==> config.mk <==
export PLATFORM = sky130hd
export DESIGN_NAME = bai2_ctrl
export DESIGN_NICKNAME = d
export VERILOG_FILES = /design/src/rtl/bai2_pkg.sv /design/src/rtl/bai2_golden.sv /design/src/rtl/bai2_ctrl.sv
export SDC_FILE = /design/constraint.sdc
export NUM_CORES = 1
export LEC_CHECK = 0
export ABC_AREA = 1
export ABC_CLOCK_PERIOD_IN_PS = 3450
export BUFFER_PORTS_ARGS = -buffer_cell sky130_fd_sc_hd__buf_2
export CORE_UTILIZATION = 55
export CTS_CLUSTER_SIZE = 40
export DETAILED_ROUTE_END_ITERATION = 8
export GPL_ROUTABILITY_DRIVEN = 0
export PLACE_DENSITY = 0.82
export SLEW_MARGIN = 20
export SYNTH_ARGS = -nofsm -noshare
export SYNTH_HDL_FRONTEND = slang
export SYNTH_SLANG_ARGS = --single-unit
==> constraint.sdc <==
create_clock -name clk -period 3.45 [get_ports clk]
set_input_delay 0.69 -clock clk [delete_from_list [all_inputs] [get_ports clk]]
set_output_delay 0.69 -clock clk [all_outputs]
set_load 0.03 [all_outputs]
==> src/rtl/bai2_pkg.sv <==
// Shared types and constants for the BAI2 exhaustive circuit checker.
// State encoding and vector/counter widths.
package bai2_pkg;

    localparam int VEC_W   = 4;
    localparam int NUM_VEC = 16;
    localparam int CNT_W   = 5;

    typedef enum logic [1:0] {
        IDLE,
        DRIVE,
        SAMPLE,
        DONE
    } state_t;

endpackage

==> src/rtl/bai2_golden.sv <==
// Golden reference values for both circuits under test.
// Pure combinational lookup from the current vector.
module bai2_golden
    import bai2_pkg::*;
(
    input  logic [VEC_W-1:0] vec,
    output logic             F,
    output logic             G,
    output logic             Fb
);

    logic a, b, c, d;
    logic abc;

    assign a   = vec[3];
    assign b   = vec[2];
    assign c   = vec[1];
    assign d   = vec[0];
    assign abc = a & b & c;

    // x, y of the 2-input circuit are vec[1], vec[0]
    assign F  = (~a & d) | abc;
    assign G  = (~a & ~d) | abc;
    assign Fb = ~(c ^ d);

endmodule

==> src/rtl/bai2_ctrl.sv <==
// Walks all 16 vectors through two circuits under test and
// counts vectors whose sampled outputs disagree with golden.
module bai2_ctrl
    import bai2_pkg::*;
#(
    parameter int SETTLE = 1
) (
    input  logic       clk,
    input  logic       rst_n,
    input  logic       start,
    input  logic       abort,
    input  logic       F,
    input  logic       G,
    input  logic       Fb,
    output logic       A,
    output logic       B,
    output logic       C,
    output logic       D,
    output logic       x,
    output logic       y,
    output logic       busy,
    output logic       done,
    output logic       pass,
    output logic [4:0] err_cnt,
    output logic [3:0] first_fail_vec,
    output logic       first_fail_valid
);

    localparam logic [3:0]       SET_LAST = 4'(SETTLE - 1);
    localparam logic [VEC_W-1:0] LAST_VEC = VEC_W'(NUM_VEC - 1);

    state_t           state;
    state_t           state_nxt;
    logic [VEC_W-1:0] vec;
    logic [3:0]       scnt;
    logic             g_f, g_g, g_fb;
    logic             fail;
    logic [CNT_W-1:0] err_nxt;

    bai2_golden u_golden (
        .vec (vec),
        .F   (g_f),
        .G   (g_g),
        .Fb  (g_fb)
    );

    assign fail    = (F != g_f) | (G != g_g) | (Fb != g_fb);
    assign err_nxt = err_cnt + CNT_W'(fail);

    // vec is zeroed on every exit to IDLE/DONE, so stimulus idles low
    assign A = vec[3];
    assign B = vec[2];
    assign C = vec[1];
    assign D = vec[0];
    assign x = vec[1];
    assign y = vec[0];

    assign busy = (state == DRIVE) || (state == SAMPLE);
    assign done = (state == DONE);

    // State register
    always_ff @(posedge clk or negedge rst_n) begin
        if (!rst_n) state <= IDLE;
        else        state <= state_nxt;
    end

    // Next-state logic; abort overrides everything
    always_comb begin
        state_nxt = state;
        if (abort) begin
            state_nxt = IDLE;
        end else begin
            case (state)
                IDLE:    if (start) state_nxt = DRIVE;
                DRIVE:   if (scnt == SET_LAST) state_nxt = SAMPLE;
                SAMPLE:  state_nxt = (vec == LAST_VEC) ? DONE : DRIVE;
                DONE:    state_nxt = IDLE;
                default: state_nxt = IDLE;
            endcase
        end
    end

    // Vector, settle counter and result registers
    always_ff @(posedge clk or negedge rst_n) begin
        if (!rst_n) begin
            vec              <= '0;
            scnt             <= '0;
            err_cnt          <= '0;
            first_fail_vec   <= '0;
            first_fail_valid <= 1'b0;
            pass             <= 1'b0;
        end else if (abort) begin
            vec              <= '0;
            scnt             <= '0;
            err_cnt          <= '0;
            first_fail_vec   <= '0;
            first_fail_valid <= 1'b0;
            pass             <= 1'b0;
        end else begin
            case (state)
                IDLE: begin
                    if (start) begin
                        vec              <= '0;
                        scnt             <= '0;
                        err_cnt          <= '0;
                        first_fail_vec   <= '0;
                        first_fail_valid <= 1'b0;
                        pass             <= 1'b0;
                    end
                end
                DRIVE: begin
                    scnt <= (scnt == SET_LAST) ? 4'd0 : scnt + 4'd1;
                end
                SAMPLE: begin
                    err_cnt <= err_nxt;
                    if (fail && !first_fail_valid) begin
                        first_fail_vec   <= vec;
                        first_fail_valid <= 1'b1;
                    end
                    if (vec == LAST_VEC) begin
                        vec  <= '0;
                        pass <= (err_nxt == '0);
                    end else begin
                        vec <= vec + 1'b1;
                    end
                end
                default: ;
            endcase
        end
    end

endmodule

=== Word-level counts from Yosys, hierarchy flattened ===
Index checks and enable logic that the tools add are counted.

* Add/subtract/negate cells: 3
* Equality and inequality tests: 11
* Mux-type cells: 25
* Bitwise logic cells: 12
* Reduce and logical (&&, ||, !) cells: 13

{| class="wikitable"
|+ Operator list
! operator !! number
|-
| two-way mux 4 bit || 7
|-
| one-hot mux 4 bit (2 select lines) || 3
|-
| two-way mux 5 bit || 2
|-
| one-hot mux 5 bit (2 select lines) || 1
|-
| != test 3 x 2 -> 1 bit (second input constant) || 3
|-
| adder 4 x 1 -> 4 bit (second input constant) || 2
|-
| two-way mux 2 bit || 4
|-
| one-hot mux 2 bit (4 select lines) || 1
|-
| AND reduction 2 bit || 3
|-
| AND reduction 3 bit || 2
|-
| nonzero test 3 bit || 2
|-
| adder 5 x 1 -> 5 bit || 1
|-
| logical NOT 5 bit || 1
|-
| two-way mux 1 bit || 5
|-
| bitwise AND 1 bit || 4
|-
| == test 2 bit (second input constant) || 2
|-
| == test 4 bit (second input constant) || 1
|-
| logical NOT 4 bit || 1
|-
| OR 1 bit || 4
|-
| one-hot mux 1 bit (2 select lines) || 2
|-
| != test 1 bit || 3
|-
| != test 3 bit (second input constant) || 1
|-
| NOT 1 bit || 3
|-
| == test 2 x 1 -> 1 bit (second input constant) || 1
|-
| 5 further kinds || 5
|}

* Register bits: 21
* Input port bits: 7
* Output and inout port bits: 19
* Word-level logic and storage cells: 71

=== Longest topological paths before layout ===
Gate-level depths: netlist (run 1).

* Depth after elaboration: 11
* Gate-level depth with buffers: 13
* Gate-level depth less buffers: 13

=== Modules after synthesis ===
Synthesis (run 1) repeated with hierarchy kept, for this count alone.

* Cell total of the unflattened synthesis: 166
* Area, all modules: 1,267.5 µm²

{| class="wikitable"
|+ Modules (own cells, without submodules)
! module !! times used !! cells an instance !! area an instance (µm²) !! sequential area each (µm²)
|-
| bai2_ctrl || 1 || 155 || 1,224.9 || 525.5
|-
| bai2_golden || 1 || 11 || 42.5 || 0.0
|}

=== Worst setup path after synthesis (run 1) ===
Ideal clock, no wire load.

* Path kind: reg-to-reg
* From: register vec[0]
* To: register pass
* Library setup time: 0.095 ns
* Arrival time: 2.157 ns
* Required time: 3.355 ns
* Setup slack: 1.198 ns
* Cell stages (with the launch flop): 9
* Buffers on the path: 0
* Period minus slack after synthesis: 2.252 ns
* Cells stage by stage: dfrtp_1 ha_1 xor2_1 nand3_4 ha_1 ha_1 xnor2_1 nand4_1 o31ai_1

* Cells in the longest elaborated chain, start to end: 11
* Elaborated cells on any way between the ends: 20
* Classes of those cells: add/sub (1); eq/ne (5); mux (3); bitwise (9); reduce/logical (2)

{| class="wikitable"
|+ Ends and longest elaborated chain
! element !! line !! text
|-
| start: declaration || bai2_ctrl.sv:34 || <nowiki>logic [VEC_W-1:0] vec;</nowiki>
|-
| start signal: assignment || bai2_ctrl.sv:124 || <nowiki>vec <= vec + 1'b1;</nowiki>
|-
| NOT 1 bit || bai2_golden.sv:23 || <nowiki>assign G = (~a & ~d) | abc;</nowiki>
|-
| bitwise AND 1 bit || bai2_golden.sv:23 ||
|-
| OR 1 bit || bai2_golden.sv:23 ||
|-
| != test 1 bit || bai2_ctrl.sv:47 || <nowiki>assign fail = (F != g_f) | (G != g_g) | (Fb != g_fb);</nowiki>
|-
| OR 1 bit (2 in a row) || bai2_ctrl.sv:47 ||
|-
| adder 5 x 1 -> 5 bit || bai2_ctrl.sv:48 || <nowiki>assign err_nxt = err_cnt + CNT_W'(fail);</nowiki>
|-
| logical NOT 5 bit || bai2_ctrl.sv:122 || <nowiki>pass <= (err_nxt == '0);</nowiki>
|-
| two-way mux 1 bit || bai2_ctrl.sv:120 || <nowiki>if (vec == LAST_VEC) begin</nowiki>
|-
| one-hot mux 1 bit (2 select lines) || bai2_ctrl.sv:100 || <nowiki>case (state)</nowiki>
|-
| two-way mux 1 bit || bai2_ctrl.sv:92 || <nowiki>end else if (abort) begin</nowiki>
|-
| end signal: assignment || bai2_ctrl.sv:122 ||
|-
| end: declaration || bai2_ctrl.sv:23 || <nowiki>output logic pass,</nowiki>
|}

Several ways; a longest one is shown, not always the timed one. The select of a mux whose other input is x is not followed.
A chain may end at the register's enable or synchronous reset.

=== Final worst setup path (run 1) ===
Ends and elaborated chain as after synthesis.

==> results.yml, run 1 <==
detailed_routing:
  vias: 1082
  drt_pre_antenna_iters: 4
  post_drt_via_cell_ratio: 5.20
  drt_wl_total_um: 2470
  first_iter_violations: 23
  remaining_drc_errors: 0
  detail-route-antenna-nets: 0
  drt-wirelength-per-cell_um: 11.9
logic_synthesis:
  yosys_register_bits: 21
  seq_area_frac_synth_pct: 42.0
  synth.cell_area_um2: 1250
  syn_inst: 154
  async_set_or_reset_flop_fraction_in_the_synthesized_netlist_pct: 100
  synth_nets: 170
  yosys-top-cells-area: "sky130_fd_sc_hd__dfrtp_1, sky130_fd_sc_hd__nand2_1, sky130_fd_sc_hd__ha_1, sky130_fd_sc_hd__inv_1, sky130_fd_sc_hd__nand3_1"
  netlist.top_cell.by_area: "sky130_fd_sc_hd__dfrtp_1"
  synth_ff_type: "sky130_fd_sc_hd__dfrtp_1"
  synthTopCellsByCount: "sky130_fd_sc_hd__nand2_1, sky130_fd_sc_hd__inv_1, sky130_fd_sc_hd__dfrtp_1"
  yosys.cell_count.top_type: "sky130_fd_sc_hd__nand2_1"
  synth_enable_flop_cells: 0
  yosys.area.top_type_share_pct: 42.0
  postSynthAreaPerCell_um2: 8.13
  synth.distinct_cells: 22
  yosys_warnings: 0
floorplan:
  top_level_ports: 26
  rows: 16
  floorplan.initialDensity_pct: 61.3
  design.core.area_um2: 2040
  floorplan.die.height_um: 49.7
  die_area_um2: 2470
  die_width_um: 49.7
final_layout:
  syn2layout_area_growth_pct: 13.7
  nFillCells: 175
  final_layout_size_suffix_gt1_share_pct: 22.7
  nets_final: 198
  n_antenna_cell: 0
cts:
  cts_tree: "done"
  post-cts-setup-buffers: 0
  cts-buffers-inserted: 3
  path_clk_slew_ns: 0.12
  clock_sink_count: 21
  postCtsResizedCells: 0
  root_buffer: "sky130_fd_sc_hd__clkbuf_4"
  cts_hold_repair.buffers: 0
  cts_max_path_buffers: 2
  worst_skew_pair.late_latency_ns: 0.30
  htreeDepth: 1
sta:
  setup_repair_after_global_routing_missed_its_margin: "no"
  portion_of_the_clock_cycle_consumed_by_the_worst_path_in_the_final_layout_pct: 67.4
  clock.fmax_mhz: 430
  slew-limit-headroom_pct: 69.0
  period_needed_ns: 2.32
  totalNegativeSetupSlack_ns: 0
  setup-violations-final: 0
  slew_at_the_pin_closest_to_its_max_slew_limit_ns: 0.465
  timing.final.max_slew_violations: 0
  finalClockSkew_ns: 0.00363
  final-hold-violation-count: 0
setup_path:
  critPathArrivalTime_ns: 2.54
  crit_top_cell: "sky130_fd_sc_hd__ha_1"
  crit_path_top_delay_cell: "sky130_fd_sc_hd__dfrtp_1"
  crit_path_max_incr_delay_ns: 0.47
  setup.worst_path.end_class: "flop"
  worst-endpoint-required_ns: 3.66
  peak_fanout_along_the_critical_path: 8
  crit_chain: "ha_1, xor2_1, nand3_4, ha_1, ha_1, xnor2_1, nand4_1, o31ai_1"
  crit_buf_inv: 0
  timing_worst_setup_path_type: "flop to flop"
  worst_path_dominant_cell_family: "adder cells"
  start_kind: "flop"
power:
  worst_ir_drop_vdd_uv: 464
  power_per_cell_area_nw_per_um2: 565
  power_leakage_nw: 0.800
  report.power.total_w: 0.000804
worst_hold_path:
  class_of_the_tightest_hold_or_removal_check: "primary input to async pin"
global_routing:
  grt_overflow: 0
  pin_count_of_the_biggest_net_entering_global_routing: 22
  grt_antenna_before_repair: 0
  wire_length_of_the_first_global_routing_pass_um: 4370
  vias_in_the_first_global_route: 1008
  globalRouteTotalUtil_pct: 23.5
placed_design:
  port_buf_inserts: 25
  hpwl_after_dpl_um: 1990
run_status:
  run_status: "finished clean"
job:
  max_cap_viols: 0
==> cells by family (layout without fill, tap and decap cells) <==
group | count (synthesis) | after routing | share of synthesized area, %
compound gates | 21 | 21 | 9.99
xor+xnor | 5 | 5 | 3.50
fa+ha+maj | 9 | 9 | 8.99
buf+inv | 28 | 55 | 8.99
flops | 21 | 21 | 42.0
simple gates | 70 | 70 | 26.6
==> where the power goes <==
| group | switching [W] | total [W] | internal (W) |
|---|---|---|---|
| logic | 0.000273 | 0.000387 | 0.000114 |
| registers | 0.0000270 | 0.000298 | 0.000271 |
| clock network | 0.0000758 | 0.000119 | 0.0000433 |
==> layout make-up <==
class                           instances  area, µm²  share of cell area [%]
Inverter                               26       97.6                    6.85
Clock inverter                          1       5.00                   0.351
Timing Repair Buffer                   25        125                    8.79
Clock buffer                            3       22.5                    1.58
Sequential cell                        21        526                    36.9
Tap cell                               27       33.8                    2.37
Multi-Input combinational cell        105        614                    43.1
==> worst reg2reg max path, cell delays in order (launching register included) <==
cell and delay (ns):
sky130_fd_sc_hd__dfrtp_1 0.47, sky130_fd_sc_hd__ha_1 0.33, sky130_fd_sc_hd__xor2_1 0.26, sky130_fd_sc_hd__nand3_4 0.15
sky130_fd_sc_hd__ha_1 0.22, sky130_fd_sc_hd__ha_1 0.21, sky130_fd_sc_hd__xnor2_1 0.20, sky130_fd_sc_hd__nand4_1 0.12
sky130_fd_sc_hd__o31ai_1 0.27
==> per-layer routing <==
layer	track usage, %	up-vias	share of wire, %
met2	37.4	29	48
met3	4.94	4	5.3
met5	0	-	0
met1	31.6	502	46
met4	7.62	0	1.2
li1	-	547	-
==> registers in the layout, indices dropped and copies added (netlist names) <==
name,count
err_cnt,5
first_fail_vec,4
scnt,4
vec,4
state,2
first_fail_valid,1
pass,1
==> path summary, 6_finish.rpt <==
check,to,startpoint,slack [ns],cells after the start
worst max-delay path,pass,vec[0],1.13,8
worst min-delay path,err_cnt[4],rst_n,0.32,1
worst max register to register,pass,vec[0],1.13,8
worst min register to register,first_fail_vec[0],first_fail_vec[0],0.48,2
max in group asynchronous,err_cnt[1],rst_n,2.82,1
min in group clk,first_fail_vec[0],first_fail_vec[0],0.48,2
==> placed cells by master (no fill, tap or decap), drive strengths merged <==
cell,Yosys,layout
inv,26,26
nand4,5,5
xor2,3,3
nand2,40,40
a21oi,4,4
nor4,1,1
xnor2,2,2
o22ai,3,3
nand3b,1,1
dfrtp,21,21
clkinv,0,1
buf,2,25
o21ai,12,12
ha,9,9
clkbuf,0,3
o31ai,2,2
nand3,13,13
nor2,10,10
==> metrics by stage <==
| stage | cells | utilization [%] | setup slack (ns) | cell area, µm² | hold WS, ns |
|---|---|---|---|---|---|
| finish | 208 | 69.7 | 1.13 | 1420 | 0.317 |
| global route | 208 | 69.7 | 0.988 | 1420 | 0.343 |
| CTS | 208 | 69.7 | 1.12 | 1420 | 0.327 |
| detailed placement | 204 | 68.4 | 1.15 | 1400 | 0.456 |
| global placement | 204 | 68.4 | 1.29 | 1400 | 0.452 |
| floorplan | 154 | - | 1.20 | 1250 | 0.394 |
No activity file was read; power rests on OpenSTA's default activity.
==> run 2: changes to the inputs <==
Settings changed: ABC_CLOCK_PERIOD_IN_PS 3450 to 2400, CORE_UTILIZATION 55 to 53, PLACE_DENSITY 0.82 to 0.8.
Clock period 3.45 ns to 2.4 ns, I/O delays scaled along.
==> results.yml, run 2 (same netlist as run 1, synthesis figures left out) <==
setup_path:
  setup.worst_path.end_class: "flop"
  start_kind: "flop"
  timing_worst_setup_path_type: "flop to flop"
  critPathArrivalTime_ns: 2.52
  crit_chain: "ha_1, xor2_2, nand3_4, ha_1, ha_1, xnor2_1, nand4_1, o31ai_1"
  ff2ff_path_depth: 8
  crit_path_top_delay_cell: "sky130_fd_sc_hd__dfrtp_2"
  reg2reg_from: "vec[1]"
  worst-endpoint-required_ns: 2.62
  crit_top_cell: "sky130_fd_sc_hd__ha_1"
  crit_path_max_incr_delay_ns: 0.46
  crit-reg2reg-capture: "pass"
  peak_fanout_along_the_critical_path: 7
  r2r_slack_ns: 0.10
cts:
  cts_tree: "done"
  root_buffer: "sky130_fd_sc_hd__clkbuf_4"
  cts_max_path_buffers: 2
  clock_sink_count: 21
  cts-buffers-inserted: 3
  path_clk_slew_ns: 0.12
  post-cts-setup-buffers: 0
  htreeDepth: 1
  worst_skew_pair.late_latency_ns: 0.30
placed_design:
  hpwl_after_dpl_um: 2040
  port_buf_inserts: 25
floorplan:
  floorplan.initialDensity_pct: 56.6
  top_level_ports: 26
  die_width_um: 50.6
  rows: 17
  floorplan.die.height_um: 50.6
  die_area_um2: 2560
  design.core.area_um2: 2210
job:
  max_cap_viols: 0
global_routing:
  pin_count_of_the_biggest_net_entering_global_routing: 22
  grt_overflow: 0
  globalRouteTotalUtil_pct: 23.7
  vias_in_the_first_global_route: 1069
  grt_antenna_before_repair: 0
  wire_length_of_the_first_global_routing_pass_um: 4550
sta:
  setup-violations-final: 0
  finalClockSkew_ns: 0.00401
  period_needed_ns: 2.30
  portion_of_the_clock_cycle_consumed_by_the_worst_path_in_the_final_layout_pct: 95.8
  slew_at_the_pin_closest_to_its_max_slew_limit_ns: 0.492
  slew-limit-headroom_pct: 67.2
  totalNegativeSetupSlack_ns: 0
  timing.final.max_slew_violations: 0
  final-hold-violation-count: 0
  setup_repair_after_global_routing_missed_its_margin: "no"
  clock.fmax_mhz: 435
final_layout:
  final_util_pct: 65.1
  largest_register_ff_count: 5
  layout.cells.most_common_list: "sky130_fd_sc_hd__nand2_1, sky130_fd_sc_hd__buf_2, sky130_fd_sc_hd__inv_1, sky130_fd_sc_hd__dfrtp_1"
  syn2layout_area_growth_pct: 15.0
  n_antenna_cell: 0
  registers.top_by_ff_count: "err_cnt"
  nets_final: 199
  layout.cells.most_common: "sky130_fd_sc_hd__nand2_1"
  final_layout_size_suffix_gt1_share_pct: 23.6
power:
  power_leakage_nw: 0.801
  report.power.total_w: 0.00118
  power_per_cell_area_nw_per_um2: 822
  worst_ir_drop_vdd_uv: 634
detailed_routing:
  drt_wl_total_um: 2630
  remaining_drc_errors: 0
  first_iter_violations: 10
  post_drt_via_cell_ratio: 5.17
  vias: 1085
  drt_pre_antenna_iters: 4
  detail-route-antenna-nets: 0
  drt-wirelength-per-cell_um: 12.5
worst_hold_path:
  class_of_the_tightest_hold_or_removal_check: "primary input to async pin"
run_status:
  run_status: "finished clean"
[run 2: changes by cell type in the layout (fill, tap and decap cells not counted)]
cell / previous run / this run
sky130_fd_sc_hd__xor2_1: 3 / 2
sky130_fd_sc_hd__clkbuf_1: 0 / 1
sky130_fd_sc_hd__buf_4: 0 / 1
sky130_fd_sc_hd__dfrtp_2: 0 / 1
sky130_fd_sc_hd__dfrtp_1: 21 / 20
sky130_fd_sc_hd__clkinv_2: 1 / 0
sky130_fd_sc_hd__xor2_2: 0 / 1
[run 2: cell type report]
cell class / count / area (µm²)
flip-flops and latches: 21 / 527
inverters: 26 / 97.6
clock buffers: 4 / 26.3
fillers: 209 / 772
multi-input cells: 105 / 622
well taps: 28 / 35.0
repair buffers: 26 / 133
[run 2: how the worst max path moves through the flow]
stage	start	endpoint	slack [ns]	cells after the start
floorplan	vec[0]	pass	0.15	8
global placement	vec[1]	pass	0.23	8
detailed placement	vec[1]	pass	0.08	8
CTS	vec[1]	pass	0.06	8
global route	vec[1]	pass	0.003	8
finish	vec[1]	pass	0.10	8
[run 2: stage by stage]
step	area (µm²)	setup WS (ns)	hold WS [ns]	instances
final	1440	0.101	0.122	210
after global routing	1440	0.00301	0.144	210
after floorplan	1250	0.148	0.184	154
after CTS	1430	0.0593	0.134	210
after detailed placement	1410	0.0791	0.455	206
after global placement	1410	0.234	0.450	206
[run 2: timing repair]
action                     CTS  global route
resized for setup            0             2
setup endpoints to repair    0             1
hold buffers                 0             0
[run 2: layer usage]
| layer | up-vias | global-route usage, % | share of wire, % |
|---|---|---|---|
| met5 | - | 0 | 0 |
| met1 | 498 | 29.3 | 46 |
| met4 | 0 | 7.41 | 0.65 |
| met3 | 2 | 4.55 | 4.7 |
| met2 | 31 | 41.1 | 49 |
| li1 | 554 | - | - |
[run 2: worst max-delay path: cells and delay by family (launching register included)]
kind	cells	cell delay, ns
xor gates and xnor gates	2	0.43
AOI/OAI and AO/OA	1	0.24
adders and majority gates	3	0.81
DFF	1	0.46
and+or+nand+nor	2	0.27
[run 2: power by group]
| group | internal [W] | total [W] | switching (W) |
|---|---|---|---|
| sequential | 0.000390 | 0.000423 | 0.0000332 |
| clock | 0.0000647 | 0.000175 | 0.000110 |
| combinational | 0.000174 | 0.000586 | 0.000412 |
==> run 3: changes to the inputs <==
--- a/config.mk
+++ b/config.mk
@@ -7,5 +7,5 @@
 export LEC_CHECK = 0
 export ABC_AREA = 1
-export ABC_CLOCK_PERIOD_IN_PS = 2400
+export ABC_CLOCK_PERIOD_IN_PS = 2600
 export BUFFER_PORTS_ARGS = -buffer_cell sky130_fd_sc_hd__buf_2
 export CORE_UTILIZATION = 53
@@ -14,4 +14,5 @@
 export GPL_ROUTABILITY_DRIVEN = 0
 export PLACE_DENSITY = 0.8
+export SKIP_LAST_GASP = 1
 export SLEW_MARGIN = 20
 export SYNTH_ARGS = -nofsm -noshare
==> constraint.sdc (replaced) <==
create_clock -name clk -period 2.6 [get_ports clk]
set_input_delay 0.52 -clock clk [delete_from_list [all_inputs] [get_ports clk]]
set_output_delay 0.52 -clock clk [all_outputs]
set_load 0.01 [all_outputs]
==> results.yml, run 3 (same netlist as run 1, synthesis figures left out) <==
setup_path:
  crit_start: "vec[1]"
  crit-reg2reg-capture: "pass"
  crit_path_top_delay_cell: "sky130_fd_sc_hd__dfrtp_1"
  crit_buf_inv: 0
  setup.worst_path.end_class: "flop"
  r2r_slack_ns: 0.24
  ff2ff_path_depth: 8
  timing_worst_setup_path_type: "flop to flop"
  crit_chain: "ha_1, xor2_1, nand3_4, ha_1, ha_1, xnor2_1, nand4_1, o31ai_1"
  crit_path_max_incr_delay_ns: 0.46
  start_kind: "flop"
  reg2reg_from: "vec[1]"
  worst_path_dominant_cell_family: "adder cells"
  crit_top_cell: "sky130_fd_sc_hd__ha_1"
  critPathArrivalTime_ns: 2.56
  worst-endpoint-required_ns: 2.80
  peak_fanout_along_the_critical_path: 7
placed_design:
  port_buf_inserts: 25
  dpl_worst_slack_ns: 0.304
  hpwl_after_dpl_um: 1960
worst_hold_path:
  class_of_the_tightest_hold_or_removal_check: "primary input to async pin"
floorplan:
  design.core.area_um2: 2210
  rows: 17
  top_level_ports: 26
  die_area_um2: 2560
  floorplan.initialDensity_pct: 56.6
  die_width_um: 50.6
  floorplan.die.height_um: 50.6
cts:
  cts_tree: "done"
  root_buffer: "sky130_fd_sc_hd__clkbuf_4"
  clock_sink_count: 21
  cts-buffers-inserted: 3
  path_clk_slew_ns: 0.12
  cts_max_path_buffers: 2
  htreeDepth: 1
  post-cts-setup-buffers: 0
  worst_skew_pair.late_latency_ns: 0.30
  postCtsResizedCells: 0
  cts_hold_repair.buffers: 0
detailed_routing:
  drt_wl_total_um: 2540
  vias: 1085
  drt_pre_antenna_iters: 4
  drt-wirelength-per-cell_um: 12.2
  detail-route-antenna-nets: 0
  remaining_drc_errors: 0
  first_iter_violations: 32
  post_drt_via_cell_ratio: 5.19
global_routing:
  wire_length_of_the_first_global_routing_pass_um: 4440
  globalRouteTotalUtil_pct: 23.1
  grt_overflow: 0
  pin_count_of_the_biggest_net_entering_global_routing: 22
  vias_in_the_first_global_route: 1024
  grt_antenna_before_repair: 0
final_layout:
  n_antenna_cell: 0
  syn2layout_area_growth_pct: 13.8
  final_layout_size_suffix_gt1_share_pct: 22.7
  largest_register_ff_count: 5
  layout.cells.most_common_list: "sky130_fd_sc_hd__nand2_1, sky130_fd_sc_hd__buf_2, sky130_fd_sc_hd__inv_1, sky130_fd_sc_hd__dfrtp_1"
  nets_final: 198
  registers.top_by_ff_count: "err_cnt"
  layout.cells.most_common: "sky130_fd_sc_hd__nand2_1"
  nFillCells: 188
power:
  worst_ir_drop_vdd_uv: 576
  power_leakage_nw: 0.800
  power_per_cell_area_nw_per_um2: 700
sta:
  totalNegativeSetupSlack_ns: 0
  portion_of_the_clock_cycle_consumed_by_the_worst_path_in_the_final_layout_pct: 91.0
  timing.final.max_slew_violations: 0
  slew_at_the_pin_closest_to_its_max_slew_limit_ns: 0.471
  finalClockSkew_ns: 0.00603
  period_needed_ns: 2.36
  clock.fmax_mhz: 423
  final-hold-violation-count: 0
  slew-limit-headroom_pct: 68.6
  setup-violations-final: 0
  setup_repair_after_global_routing_missed_its_margin: "no"
  fin_ws_ns: 0.235
run_status:
  run_status: "finished clean"
job:
  max_cap_viols: 0
==> run 3: how the worst max path moves through the flow <==
stage	end	slack [ns]	cells past startpoint
after floorplan	pass	0.47	8
final	pass	0.24	8
after detailed placement	pass	0.30	8
after global placement	pass	0.45	8
after global routing	pass	0.12	8
after CTS	pass	0.26	8
==> run 3: layout make-up <==
type	instances	area, µm²	area share (%)
Inverter	26	97.6	6.85
Clock buffer	3	22.5	1.58
Clock inverter	1	5.00	0.351
Timing Repair Buffer	25	125	8.78
Multi-Input combinational cell	105	614	43.1
Tap cell	28	35.0	2.46
Sequential cell	21	526	36.9
==> run 3: per-layer routing <==
layer  vias to the layer above  routed length [µm]  track usage (%)
li1                        546                   -                -
met1                       501                1170             29.9
met2                        36                1240             39.6
met3                         2                 125             3.64
met4                         0                  15             6.94
met5                         -                   0                0
==> run 3: through the flow <==
stage                     cell area (µm²)  util (%)  hold slack (ns)  std cells  power [W]
final                                1430      64.4            0.156        209   0.000997
after global routing                 1430      64.4            0.159        209    0.00109
after CTS                            1430      64.4            0.163        209    0.00101
after detailed placement             1400      63.2            0.455        205   0.000847
after global placement               1400      63.2            0.450        205   0.000828
after floorplan                      1250         -            0.224        154   0.000737
==> run 3: power breakdown <==
| part | switching (W) | internal, W |
|---|---|---|
| sequential | 0.0000384 | 0.000360 |
| clock | 0.0000965 | 0.0000572 |
| combinational | 0.000295 | 0.000150 |
